$ cat src/rtl/buffer_pkg.sv
// Shared definitions for the buffer slice.
//   FLOWS_W / flow_t   : flow ID width and type (also used by buffer_top)
//   MAX_BEATS          : default maximum packet length in beats
//   BEAT_CNT_W         : width of a counter that can hold MAX_BEATS
//   ingress_state_e    : state encoding of pkt_ingress_tagger
//   sat_inc            : saturating increment for statistics counters
package buffer_pkg;

  localparam int FLOWS_W    = 3;
  typedef logic [FLOWS_W-1:0] flow_t;

  localparam int MAX_BEATS  = 32;
  localparam int BEAT_CNT_W = $clog2(MAX_BEATS) + 1;

  typedef enum logic [2:0] {
    ST_IDLE   = 3'd0,
    ST_HOLD0  = 3'd1,
    ST_STREAM = 3'd2,
    ST_FLUSH  = 3'd3,
    ST_DROP   = 3'd4
  } ingress_state_e;

  // Increment val, holding at the all-ones value of a width-bit counter.
  // Works on a 32-bit carrier so callers of any width up to 32 can share it.
  function automatic logic [31:0] sat_inc(input logic [31:0] val,
                                          input int unsigned width);
    logic [31:0] max_v;
    max_v = (width >= 32) ? 32'hFFFF_FFFF : ((32'd1 << width) - 32'd1);
    return (val >= max_v) ? max_v : (val + 32'd1);
  endfunction

endpackage

$ cat src/rtl/pkt_ingress_tagger.sv
// pkt_ingress_tagger: tags an AXI-S packet stream with a flow ID taken from
// payload beat 1, truncates packets longer than MAX_BEATS and keeps
// saturating packet / truncation / runt statistics.
//
// Ports:
//   clk, resetn            clock, synchronous active-low reset
//   s_tdata/tvalid/tready/tlast   upstream packet stream (untagged)
//   m_tdata/tvalid/tready/tlast   downstream stream to the buffer write port
//   m_tsideband            flow ID, constant across each output packet
//   pkt_cnt/trunc_cnt/runt_cnt    saturating statistics
//   dbg_state_o            current FSM state
//
// Handshake: a beat transfers on a cycle where valid && ready are both high
// at the rising edge. A valid beat is never withdrawn or altered until it
// transfers; ready may depend combinationally on the other side's valid.
//
// Datapath: beat 0 waits in the hold register H until beat 1 reveals the
// flow ID, so every beat reaches the output register O one beat late and
// the sideband is already known when beat 0 leaves.
module pkt_ingress_tagger
  import buffer_pkg::*;
#(
  parameter int DATA_W       = 32,
  parameter int FLOWS_W      = 3,
  parameter int FLOW_LSB     = 0,
  parameter int MAX_BEATS    = 32,
  parameter int DEFAULT_FLOW = 0,
  parameter int CNT_W        = 16
) (
  input  logic               clk,
  input  logic               resetn,
  input  logic [DATA_W-1:0]  s_tdata,
  input  logic               s_tvalid,
  output logic               s_tready,
  input  logic               s_tlast,
  output logic [DATA_W-1:0]  m_tdata,
  output logic               m_tvalid,
  input  logic               m_tready,
  output logic               m_tlast,
  output logic [FLOWS_W-1:0] m_tsideband,
  output logic [CNT_W-1:0]   pkt_cnt,
  output logic [CNT_W-1:0]   trunc_cnt,
  output logic [CNT_W-1:0]   runt_cnt,
  output ingress_state_e     dbg_state_o
);

  localparam int BEAT_W = $clog2(MAX_BEATS) + 1;
  localparam logic [BEAT_W-1:0]  LAST_IDX = BEAT_W'(MAX_BEATS - 1);
  localparam logic [FLOWS_W-1:0] DEF_FLOW = FLOWS_W'(DEFAULT_FLOW);

  ingress_state_e     state_q, state_d;
  logic [DATA_W-1:0]  h_data_q, h_data_d;
  logic               h_last_q, h_last_d;
  logic [FLOWS_W-1:0] flow_q, flow_d;
  logic [DATA_W-1:0]  o_data_q, o_data_d;
  logic               o_valid_q, o_valid_d;
  logic               o_last_q, o_last_d;
  logic [FLOWS_W-1:0] o_sb_q, o_sb_d;
  logic [BEAT_W-1:0]  beat_q, beat_d;
  logic [CNT_W-1:0]   pkt_q, pkt_d;
  logic [CNT_W-1:0]   trunc_q, trunc_d;
  logic [CNT_W-1:0]   runt_q, runt_d;

  logic               out_free;
  logic               ready_int;
  logic               accept;
  logic [FLOWS_W-1:0] new_flow;
  logic [31:0]        pkt_inc, trunc_inc, runt_inc;

  assign out_free  = !o_valid_q || m_tready;
  // Held low during reset so no beat looks accepted while resetn is low.
  assign s_tready  = resetn && ready_int;
  assign accept    = s_tvalid && s_tready;
  assign new_flow  = s_tdata[FLOW_LSB +: FLOWS_W];

  assign pkt_inc   = sat_inc(32'(pkt_q),   CNT_W);
  assign trunc_inc = sat_inc(32'(trunc_q), CNT_W);
  assign runt_inc  = sat_inc(32'(runt_q),  CNT_W);

  always_comb begin
    state_d   = state_q;
    h_data_d  = h_data_q;
    h_last_d  = h_last_q;
    flow_d    = flow_q;
    o_data_d  = o_data_q;
    o_valid_d = o_valid_q;
    o_last_d  = o_last_q;
    o_sb_d    = o_sb_q;
    beat_d    = beat_q;
    pkt_d     = pkt_q;
    trunc_d   = trunc_q;
    runt_d    = runt_q;
    ready_int = 1'b0;

    // O empties when its beat is taken and nothing new is loaded below.
    if (out_free) o_valid_d = 1'b0;

    case (state_q)
      ST_IDLE: begin
        ready_int = out_free;
        if (accept) begin
          if (s_tlast) begin
            // Runt: no beat 1 to read a flow from, pass straight to O.
            o_valid_d = 1'b1;
            o_data_d  = s_tdata;
            o_last_d  = 1'b1;
            o_sb_d    = DEF_FLOW;
            runt_d    = runt_inc[CNT_W-1:0];
            pkt_d     = pkt_inc[CNT_W-1:0];
          end else begin
            h_data_d = s_tdata;
            h_last_d = 1'b0;
            state_d  = ST_HOLD0;
          end
        end
      end

      ST_HOLD0, ST_STREAM: begin
        ready_int = out_free;
        if (accept) begin
          o_valid_d = 1'b1;
          o_data_d  = h_data_q;
          if (state_q == ST_HOLD0) begin
            flow_d = new_flow;
            o_sb_d = new_flow;
          end else begin
            o_sb_d = flow_q;
          end
          beat_d = beat_q + BEAT_W'(1);
          if (!h_last_q && (beat_q == LAST_IDX)) begin
            // Beat MAX_BEATS-1 leaves without last: close the packet here,
            // throw away H and the beat arriving now, drain the remainder.
            o_last_d = 1'b1;
            trunc_d  = trunc_inc[CNT_W-1:0];
            pkt_d    = pkt_inc[CNT_W-1:0];
            state_d  = s_tlast ? ST_IDLE : ST_DROP;
          end else begin
            o_last_d = 1'b0;
            h_data_d = s_tdata;
            h_last_d = s_tlast;
            state_d  = s_tlast ? ST_FLUSH : ST_STREAM;
          end
        end
      end

      ST_FLUSH: begin
        ready_int = 1'b0;
        if (out_free) begin
          o_valid_d = 1'b1;
          o_data_d  = h_data_q;
          o_last_d  = 1'b1;
          o_sb_d    = flow_q;
          beat_d    = beat_q + BEAT_W'(1);
          pkt_d     = pkt_inc[CNT_W-1:0];
          state_d   = ST_IDLE;
        end
      end

      ST_DROP: begin
        ready_int = 1'b1;
        if (accept && s_tlast) state_d = ST_IDLE;
      end

      default: state_d = ST_IDLE;
    endcase

    if (state_d == ST_IDLE) beat_d = '0;
  end

  always_ff @(posedge clk) begin
    if (!resetn) begin
      state_q   <= ST_IDLE;
      h_data_q  <= '0;
      h_last_q  <= 1'b0;
      flow_q    <= '0;
      o_data_q  <= '0;
      o_valid_q <= 1'b0;
      o_last_q  <= 1'b0;
      o_sb_q    <= '0;
      beat_q    <= '0;
      pkt_q     <= '0;
      trunc_q   <= '0;
      runt_q    <= '0;
    end else begin
      state_q   <= state_d;
      h_data_q  <= h_data_d;
      h_last_q  <= h_last_d;
      flow_q    <= flow_d;
      o_data_q  <= o_data_d;
      o_valid_q <= o_valid_d;
      o_last_q  <= o_last_d;
      o_sb_q    <= o_sb_d;
      beat_q    <= beat_d;
      pkt_q     <= pkt_d;
      trunc_q   <= trunc_d;
      runt_q    <= runt_d;
    end
  end

  assign m_tdata     = o_data_q;
  assign m_tvalid    = o_valid_q;
  assign m_tlast     = o_last_q;
  assign m_tsideband = o_sb_q;
  assign pkt_cnt     = pkt_q;
  assign trunc_cnt   = trunc_q;
  assign runt_cnt    = runt_q;
  assign dbg_state_o = state_q;

endmodule

$ cat config.mk
export PLATFORM = sky130hd
export DESIGN_NAME = pkt_ingress_tagger
export DESIGN_NICKNAME = d
export VERILOG_FILES = /design/src/rtl/buffer_pkg.sv /design/src/rtl/pkt_ingress_tagger.sv
export SDC_FILE = /design/constraint.sdc
export NUM_CORES = 1
export LEC_CHECK = 0
export CORE_MARGIN = 4
export CORE_UTILIZATION = 51
export DETAILED_ROUTE_END_ITERATION = 7
export PLACE_DENSITY = 0.83
export SYNTH_ARGS = -nofsm -noshare
export SYNTH_HDL_FRONTEND = slang
export SYNTH_SLANG_ARGS = --single-unit
$ cat constraint.sdc
create_clock -name clk -period 3 [get_ports clk]
set_clock_uncertainty 0.2 [all_clocks]
set_input_delay 0.6 -clock clk [delete_from_list [all_inputs] [get_ports clk]]
set_output_delay 0.6 -clock clk [all_outputs]
set_load 0.01 [all_outputs]
==> qor.txt <==
row cnt = 39
CTS root buf = clkbuf_16
CP max stage cell = clkdlybuf4s50_1
ranking of synthesized cells by area = dfxtp_1 (44%), mux2i_1 (6.2%), nand3_1 (4.9%), a211oi_1 (4.5%), o21ai_0 (3.7%)
Worst VDD drop = 0.5323 mV
Routed Antenna Nets = 0
nets = 850
number of distinct library cells after synthesis = 59
worst skew pair latency = 420 ps
part of the cycle the worst path needs = 0.8643
Detailed Route WL = 15,520 µm
most frequent cell after synthesis = dfxtp_1
leading area contributor after synthesis = dfxtp_1
synth warn = 0
TritonCTS clock tree = yes
final core occ = 0.7055
outcome = finished, final reports clean
PwrDens = 543.0 nW/µm²
first-pass GRT wire length = 25,860 µm
post-layout minimum cycle time = 2593 ps
area share of the largest cell type after synthesis = 0.4356
grt ovf = 0
core area = 11,420 µm²
Critical Path Max Stage Delay = 520 ps
Most used DFF post-synth = dfxtp_1
setup tns final = 0 ps
io pins = 126
worst slew pin tran = 805.7 ps
initial core utilization = 0.5232
FF+latch count, synth = 130
GRT Util Overall = 0.2361
n_diodes = 0
Die Width = 116.2 µm
Cell Area, Synth = 5974 µm²
Worst EP arrival = 1790 ps
Post-Layout Cell Count = 963
most common library cells after synthesis = dfxtp_1 (130), nand3_1 (58), nor2_1 (54)
CTS sink cnt = 130
DR vias = 5,702
RSZ-0062 raised after global routing = false
P_leak = 3.150 nW
Setup violations, final = 0
worst path cell trace = clkdlybuf4s50_1 -> nand2b_1 -> and3_1 -> a21oi_1 -> nor2_1 -> dlymetal6s2s_1
Die ar. = 13,510 µm²
Clk pin slew, worst setup/hold paths = 50 ps
CP max FO = 2
HPWL Detailed = 10,760 µm
vias per cell = 5.921
gpl congestion = 0.9410
layout cells sized above 1 = 0.09146
Crit path required time = 2200 ps
Post-Syn Area per Cell = 8.659 µm²
H-tree levels = 4
CTS Buf Count = 17
post-DR wirelength/cell = 16.11 µm
initial antenna violation count = 0
Worst setup EP type = output pin
fillers = 841
IO buf count = 125
Hold Violations, Final = 0
Hold WS = 267.1 ps
vias in the first global route = 5,558
Max Freq = 0.3857 GHz
post-synthesis sequential area ratio = 0.4356
Cells after Synth = 690
Hold Crit Class = register to register
DRC = 0
Max Root-Sink Buffers = 2
die height = 116.2 µm
DR iter-0 viols = 577
EDFF count, synth = 0
placed cells = 933
hold bufs inserted after CTS = 0
max-slew violations = 0
slew margin rel. = 0.4628
Startpoint Class = input pin
TritonRoute pass-1 iters = 7
P&R area growth vs syn = 34.83%
critical path class = input pin to output pin
largest net degree at the start of global routing = 73
syn_nets = 731
Max-Cap Viols = 0
asr flop ratio synth = 0
-- timing repair --
| action | CTS | global route |
|---|---|---|
| setup endpoints to repair | 0 | 1 |
| resized for setup | 0 | 1 |
| setup buffers | 0 | 0 |
-- path summary, 6_finish.rpt --
path                               start                           to  slack (ps)  cells past startpoint
max                             m_tready                     s_tready         410                      6
min reg2reg  m_tsideband[0]$_SDFFE_PN0P_  m_tsideband[0]$_SDFFE_PN0P_         270                      2
min          m_tsideband[0]$_SDFFE_PN0P_  m_tsideband[0]$_SDFFE_PN0P_         270                      2
max reg2reg       beat_q[0]$_SDFFE_PP0P_   trunc_cnt[13]$_SDFFE_PN0P_         430                      6
-- power by group --
group / leakage, nW / switching [mW] / internal (mW)
sequential: 1.05 / 0.0329 / 1.78
combinational: 1.79 / 0.185 / 0.170
clock: 0.307 / 0.739 / 1.47
total: 3.15 / 0.956 / 3.42
-- worst max-delay path, delay by kind of cell --
family / cells / cell delay [ps]
buffers and inverters: 2 / 710
AND/OR/NAND/NOR: 3 / 440
AO/OA/AOI/OAI: 1 / 40
-- layer usage --
metal / global-route usage / routed length, µm / up-vias
met5: 0 / 0 / -
met4: 0.09977 / 310 / 0
met3: 0.07202 / 1136 / 38
met2: 0.3890 / 7623 / 207
met1: 0.2862 / 6445 / 2686
li1: - / - / 2771
-- area by class of cell --
class	instances	area, µm²	share of cell area
Tap cell	143	178.9	0.02221
Clock buffer	21	480.5	0.05965
Clock inverter	9	153.9	0.01911
Multi-Input combinational cell	470	3033	0.3765
Inverter	38	142.6	0.01771
Timing Repair Buffer	152	1464	0.1817
Sequential cell	130	2603	0.3231
-- cell families (layout without fill, tap and decap cells) --
family	count (synthesis)	after routing	share of synthesized area
compound gates	179	179	0.2050
xor+xnor	12	12	0.01759
fa+ha+maj	4	4	0.008377
buf+inv	90	220	0.06094
flops	130	130	0.4356
mux	37	37	0.06199
simple gates	238	238	0.2105
-- cells in the final DEF, fill, tap and decap left out, types with 5 or more instances in the layout --
master,n
a211oi_1,36
a21oi_1,36
a311oi_1,8
a31oi_1,8
and2_1,6
and3_1,19
and4_1,12
buf_4,26
clkbuf_16,17
clkdlybuf4s50_1,123
dfxtp_1,130
inv_1,36
mux2i_1,37
nand2_1,33
nand2b_1,5
nand3_1,58
nand4_1,16
nor2_1,54
nor3_1,17
o211a_1,6
o211ai_1,5
o21ai_0,44
o221a_2,7
xnor2_1,6
xor2_1,6
-- sequential cells by signal (all words and copies together), names as in the netlist --
name	cells
h_data_q	32
m_tdata	32
pkt_cnt	16
runt_cnt	16
trunc_cnt	16
beat_q	6
dbg_state_o	3
flow_q	3
m_tsideband	3
h_last_q	1
m_tlast	1
m_tvalid	1
-- stage by stage --
step / setup slack [ps] / power, mW / cell area [µm²]
after global routing: 157.7 / 4.526 / 8055
after CTS: 41.65 / 4.406 / 8053
after floorplan: 597.5 / 2.038 / 5974
after global placement: 54.36 / 2.189 / 7418
final: 407.0 / 4.374 / 8055
after detailed placement: 63.93 / 2.202 / 7418
Note: power is estimated with default switching activity, not from simulation.
